### config.mk
export PLATFORM = sky130hd
export DESIGN_NAME = sim_test_monitor
export DESIGN_NICKNAME = d
export VERILOG_FILES = /design/src/rtl/sim_test_monitor.sv
export SDC_FILE = /design/constraint.sdc
export NUM_CORES = 1
export LEC_CHECK = 0
export CAP_MARGIN = 20
export CORE_AREA = 2 2 105 208
export CTS_BUF_LIST = sky130_fd_sc_hd__clkbuf_2
export DETAILED_ROUTE_END_ITERATION = 7
export DIE_AREA = 0 0 107 210
export DONT_BUFFER_PORTS = 1
export SETUP_SLACK_MARGIN = 0.15
export SYNTH_ARGS = -nofsm -noshare
export SYNTH_HDL_FRONTEND = slang
export SYNTH_SLANG_ARGS = --single-unit
### constraint.sdc
create_clock -name clk -period 2.1 [get_ports clk]
set_input_delay 0.42 -clock clk [delete_from_list [all_inputs] [get_ports clk]]
set_output_delay 0.42 -clock clk [all_outputs]
set_load 0.02 [all_outputs]
### src/rtl/sim_test_monitor.sv
// End-of-test detector on the regfile write port: shadows x3/x26/x27 and
// latches a pass/fail/timeout verdict that holds until reset.
module sim_test_monitor #(
    parameter int REG_ADDR_W     = 5,
    parameter int DATA_W         = 32,
    parameter int START_DELAY    = 5,
    parameter int DRAIN_CYCLES   = 5,
    parameter int TIMEOUT_CYCLES = 5000
) (
    input  logic                  clk,
    input  logic                  rst,
    input  logic                  we_i,
    input  logic [REG_ADDR_W-1:0] waddr_i,
    input  logic [DATA_W-1:0]     wdata_i,
    output logic                  done_o,
    output logic                  pass_o,
    output logic                  timeout_o,
    output logic [DATA_W-1:0]     fail_testnum_o,
    output logic [DATA_W-1:0]     cycle_cnt_o
);

    typedef enum logic [1:0] {IDLE, RUN, DRAIN, DONE} state_t;

    localparam int CNT_W = $clog2(TIMEOUT_CYCLES + 1);
    localparam int DRN_W = (DRAIN_CYCLES > 1) ? $clog2(DRAIN_CYCLES) : 1;
    localparam logic [CNT_W-1:0] TO_LAST    = CNT_W'(TIMEOUT_CYCLES - 1);
    localparam logic [CNT_W-1:0] START_LAST = CNT_W'(START_DELAY - 1);
    localparam logic [DRN_W-1:0] DRN_LAST   = DRN_W'(DRAIN_CYCLES - 1);

    state_t            state_q, state_d;
    logic [CNT_W-1:0]  cnt_q, cnt_d;
    logic [DRN_W-1:0]  drn_q, drn_d;
    logic [DATA_W-1:0] x3_q, x3_d, x26_q, x26_d, x27_q, x27_d;
    logic              done_q, done_d, pass_q, pass_d, to_q, to_d;
    logic [DATA_W-1:0] tn_q, tn_d;
    logic              active;

    always_comb begin
        state_d = state_q;
        cnt_d   = cnt_q;
        drn_d   = drn_q;
        x3_d    = x3_q;
        x26_d   = x26_q;
        x27_d   = x27_q;
        done_d  = done_q;
        pass_d  = pass_q;
        to_d    = to_q;
        tn_d    = tn_q;
        active  = (state_q != DONE);

        if (active) begin
            cnt_d = cnt_q + 1'b1;
            if (we_i) begin
                if (waddr_i == REG_ADDR_W'(3))  x3_d  = wdata_i;
                if (waddr_i == REG_ADDR_W'(26)) x26_d = wdata_i;
                if (waddr_i == REG_ADDR_W'(27)) x27_d = wdata_i;
            end
        end

        case (state_q)
            IDLE: begin
                if (cnt_q == START_LAST) state_d = RUN;
            end
            RUN: begin
                if (x26_q == DATA_W'(1)) begin
                    state_d = DRAIN;
                    drn_d   = '0;
                end
            end
            DRAIN: begin
                // x26 is not re-checked here: once draining, the verdict always lands
                drn_d = drn_q + 1'b1;
                if (drn_q == DRN_LAST) begin
                    state_d = DONE;
                    done_d  = 1'b1;
                    pass_d  = (x27_q == DATA_W'(1));
                    tn_d    = x3_q;
                end
            end
            default: ;
        endcase

        // Timeout overrides whatever the state logic decided this cycle
        if (active && (cnt_q == TO_LAST)) begin
            state_d = DONE;
            done_d  = 1'b1;
            to_d    = 1'b1;
            pass_d  = 1'b0;
            tn_d    = x3_q;
        end
    end

    always_ff @(posedge clk or negedge rst) begin
        if (!rst) begin
            state_q <= IDLE;
            cnt_q   <= '0;
            drn_q   <= '0;
            x3_q    <= '0;
            x26_q   <= '0;
            x27_q   <= '0;
            done_q  <= 1'b0;
            pass_q  <= 1'b0;
            to_q    <= 1'b0;
            tn_q    <= '0;
        end else begin
            state_q <= state_d;
            cnt_q   <= cnt_d;
            drn_q   <= drn_d;
            x3_q    <= x3_d;
            x26_q   <= x26_d;
            x27_q   <= x27_d;
            done_q  <= done_d;
            pass_q  <= pass_d;
            to_q    <= to_d;
            tn_q    <= tn_d;
        end
    end

    assign done_o         = done_q;
    assign pass_o         = pass_q;
    assign timeout_o      = to_q;
    assign fail_testnum_o = tn_q;
    assign cycle_cnt_o    = DATA_W'(cnt_q);

endmodule

==> impl_metrics.ini <==
[critical_path]
worstRegToRegCells = 9
path_cells = ha_2 > nor4bb_4 > buf_4 > buf_6 > nand4_1 > buf_6 > buf_6 > buf_12 > mux2_4
critical_path_depth = 9
critPathKind = reg -> reg
cp_top_family = buffers and inverters
crit_buf_inv = 5
critPathSlowestCell = dfrtp_1
crit_path_max_incr_delay_ps = 460
cp_common_cell = buf_6
cp_max_fo = 8
required_ps = 2780
cp.arrival_ps = 2790
start_kind = flip-flop
end_kind = flip-flop

[logic_synthesis]
synthMostInstantiatedCell = dfrtp_1
synth-seq-cells = 149
synth_area_leaders = dfrtp_1 60%, mux2_2 24%, buf_4 2.3%, ha_1 1.6%, nor4_1 1.4%
synth_cells = 423
seq_area_frac_synth = 0.6045
synthArstFlopShare = 1.000
synth_ff_type = dfrtp_1
syn_area_per_cell_um2 = 14.58
ys_top_cells_by_count = 149 x dfrtp_1, 131 x mux2_2, 19 x buf_4
syn_area_mm2 = 0.006168
yosysUniqueCellTypes = 41
ys.warnings.count = 0
synth_edf_count = 0
yosysTopAreaCellShare = 0.6045
yosysTopAreaCell = dfrtp_1

[detailed_routing]
wl_per_cell_um = 19.25
wirelength_um = 15250
vias = 3670
drc = 0
routed_via_density = 4.634
dr.pass1.iters = 4
drtAntennaViolNets = 0
drt_iter0_markers = 133

[sta]
rsz0062_at_grt = yes
whs_ps = -687.1
setup-violations-final = 9
finalCriticalPeriod_ps = 2112
setup_ws_ps = -11.75
fin_skew_ps = 28.34
drv_slew = 0
hold_viol = 149
fmax_ghz = 0.4735
tns_ps = -35.73
finalCritPeriodShare = 1.006

[clock_tree]
cts_sinks = 149
cts_root_buf = clkbuf_2
hold_buffers = 32
clock_latency_ps = 770
htreeDepth = 4
numCtsBuffers = 17
cts_max_path_buffers = 2
cts_tree = built
path_clk_slew_ps = 270

[grt]
grt.total_usage = 0.1362
grt_overflow = 0
grt_pass1_wl_um = 22700
grt_max_degree = 150
antenna_found_initial = 1
grt_pass1_vias = 4028

[pwr]
leakagePower_nw = 3.764
p_per_area_mw_per_mm2 = 942.7
worst_ir_drop_vdd_v = 0.0005770
power.total_mw = 7.419

[run_status]
violations = hold timing, setup timing
status = finished, violations left

[min_path]
hp-class = in -> async

[place]
gp_congestion = 0.7585
numPortBuffers = 0
dp_hpwl_um = 9198
dp.cells = 701
dpl_worst_slack_ps = -78.08
post_dp_cell_area_mm2 = 0.006636

[job]
cap_violations = 0

[layout]
layout.cells.non_filler = 792
syn_to_final_growth_pct = 27.59
drive_gt1_frac = 0.4693
nets = 557
design_area_mm2 = 0.007870

[die]
initial_utilization = 0.2948
die_height_um = 210
core_region_area_mm2 = 0.02093
die_w_um = 107
io_pins = 107
rows = 75
dieArea_mm2 = 0.02247
-- stage by stage --
| step | util | hold WS, ps |
|---|---|---|
| 2_1_floorplan | - | 124.4 |
| 3_3_place_gp | 0.3171 | 129.7 |
| 3_5_place_dp | 0.3171 | 127.6 |
| 4_1_cts | 0.3617 | -824.0 |
| 5_1_grt | 0.3761 | -819.8 |
| 6_report | 0.3761 | -687.1 |
-- final timing paths --
path	start	endpoint	slack [ps]
max	state_q[1]$_DFFE_PN0P_	x27_q[14]$_DFFE_PN0P_	-10
min reg2reg	x3_q[0]$_DFFE_PN0P_	fail_testnum_o[0]$_DFFE_PN0P_	530
min in group clk	waddr_i[0]	x3_q[15]$_DFFE_PN0P_	130
max reg2reg	state_q[1]$_DFFE_PN0P_	x27_q[14]$_DFFE_PN0P_	-10
min	rst	fail_testnum_o[8]$_DFFE_PN0P_	-690
max in group asynchronous	rst	x3_q[27]$_DFFE_PN0P_	2540
-- report_power, final --
| part | switching (mW) | total, mW | internal, mW | leakage, nW |
|---|---|---|---|---|
| Combinational | 0.827 | 1.94 | 1.11 | 1.65 |
| Clock | 1.24 | 1.64 | 0.400 | 0.146 |
| Sequential | 0.356 | 3.84 | 3.49 | 1.97 |
| Total | 2.42 | 7.42 | 5.00 | 3.76 |
-- logic make-up (layout without fill, tap and decap cells) --
family	Yosys count	count (layout)	share of synthesized area
AND/OR/NAND/NOR	69	69	0.06674
flip-flops	149	149	0.6045
multiplexers	133	133	0.2424
other	1	20	0.0006079
buffers and inverters	41	122	0.04057
AO/OA/AOI/OAI	10	10	0.01197
XOR/XNOR	12	12	0.01704
adder cells (fa/ha/maj)	8	8	0.01623
-- registers in the layout, summed over array words and instances, names as in the netlist --
register        cells
fail_testnum_o     32
x26_q              32
x27_q              32
x3_q               32
cnt_q              13
drn_q               3
state_q             2
done_o              1
pass_o              1
timeout_o           1
-- placed cells by master, fill, tap and decap left out, types with 5 or more instances in the layout --
cell type	netlist	layout
dfrtp_1	149	142
mux2_2	131	96
mux2_4	0	35
dlygate4sd3_1	0	32
buf_4	19	21
conb_1	1	19
clkbuf_2	0	17
buf_6	2	13
nor4_1	14	12
xnor2_1	9	9
nand3_1	10	8
nand2_1	9	8
buf_12	0	8
nor2_1	9	7
dfrtp_2	0	7
inv_1	8	6
nand4_1	6	6
inv_6	0	6
buf_16	0	6
ha_1	8	5
inv_8	0	5
-- timing repair --
action,4_1_cts,5_1_grt
pin swaps,3,10
hold endpoints to repair,245,149
endpoints found under the setup margin,103,129
resized for setup,32,44
cloned,6,3
setup buffers,8,9
-- worst reg2reg max path: cells and delay by family (launching register included) --
| family | cells | cell delay, ps |
|---|---|---|
| adders and majority gates | 1 | 200 |
| buffers and inverters | 5 | 640 |
| DFF | 1 | 460 |
| muxes | 1 | 300 |
| and+or+nand+nor | 2 | 410 |
-- layout make-up --
type | instances | area (um2)
inverter | 8 | 35.03
timing repair buffer | 82 | 999.7
clock buffer | 17 | 85.08
multi-input combinational | 251 | 2516
antenna | 1 | 2.502
fill | 1980 | 13060
clock inverter | 15 | 157.7
sequential | 149 | 3737
tap | 269 | 336.6
-- per-layer routing --
layer	GRT usage	wire, um
met2	0.2528	8758
met1	0.1400	5579
met5	0	0
met3	0.03711	614
met4	0.06001	295
(Power assumes the default switching activity.)
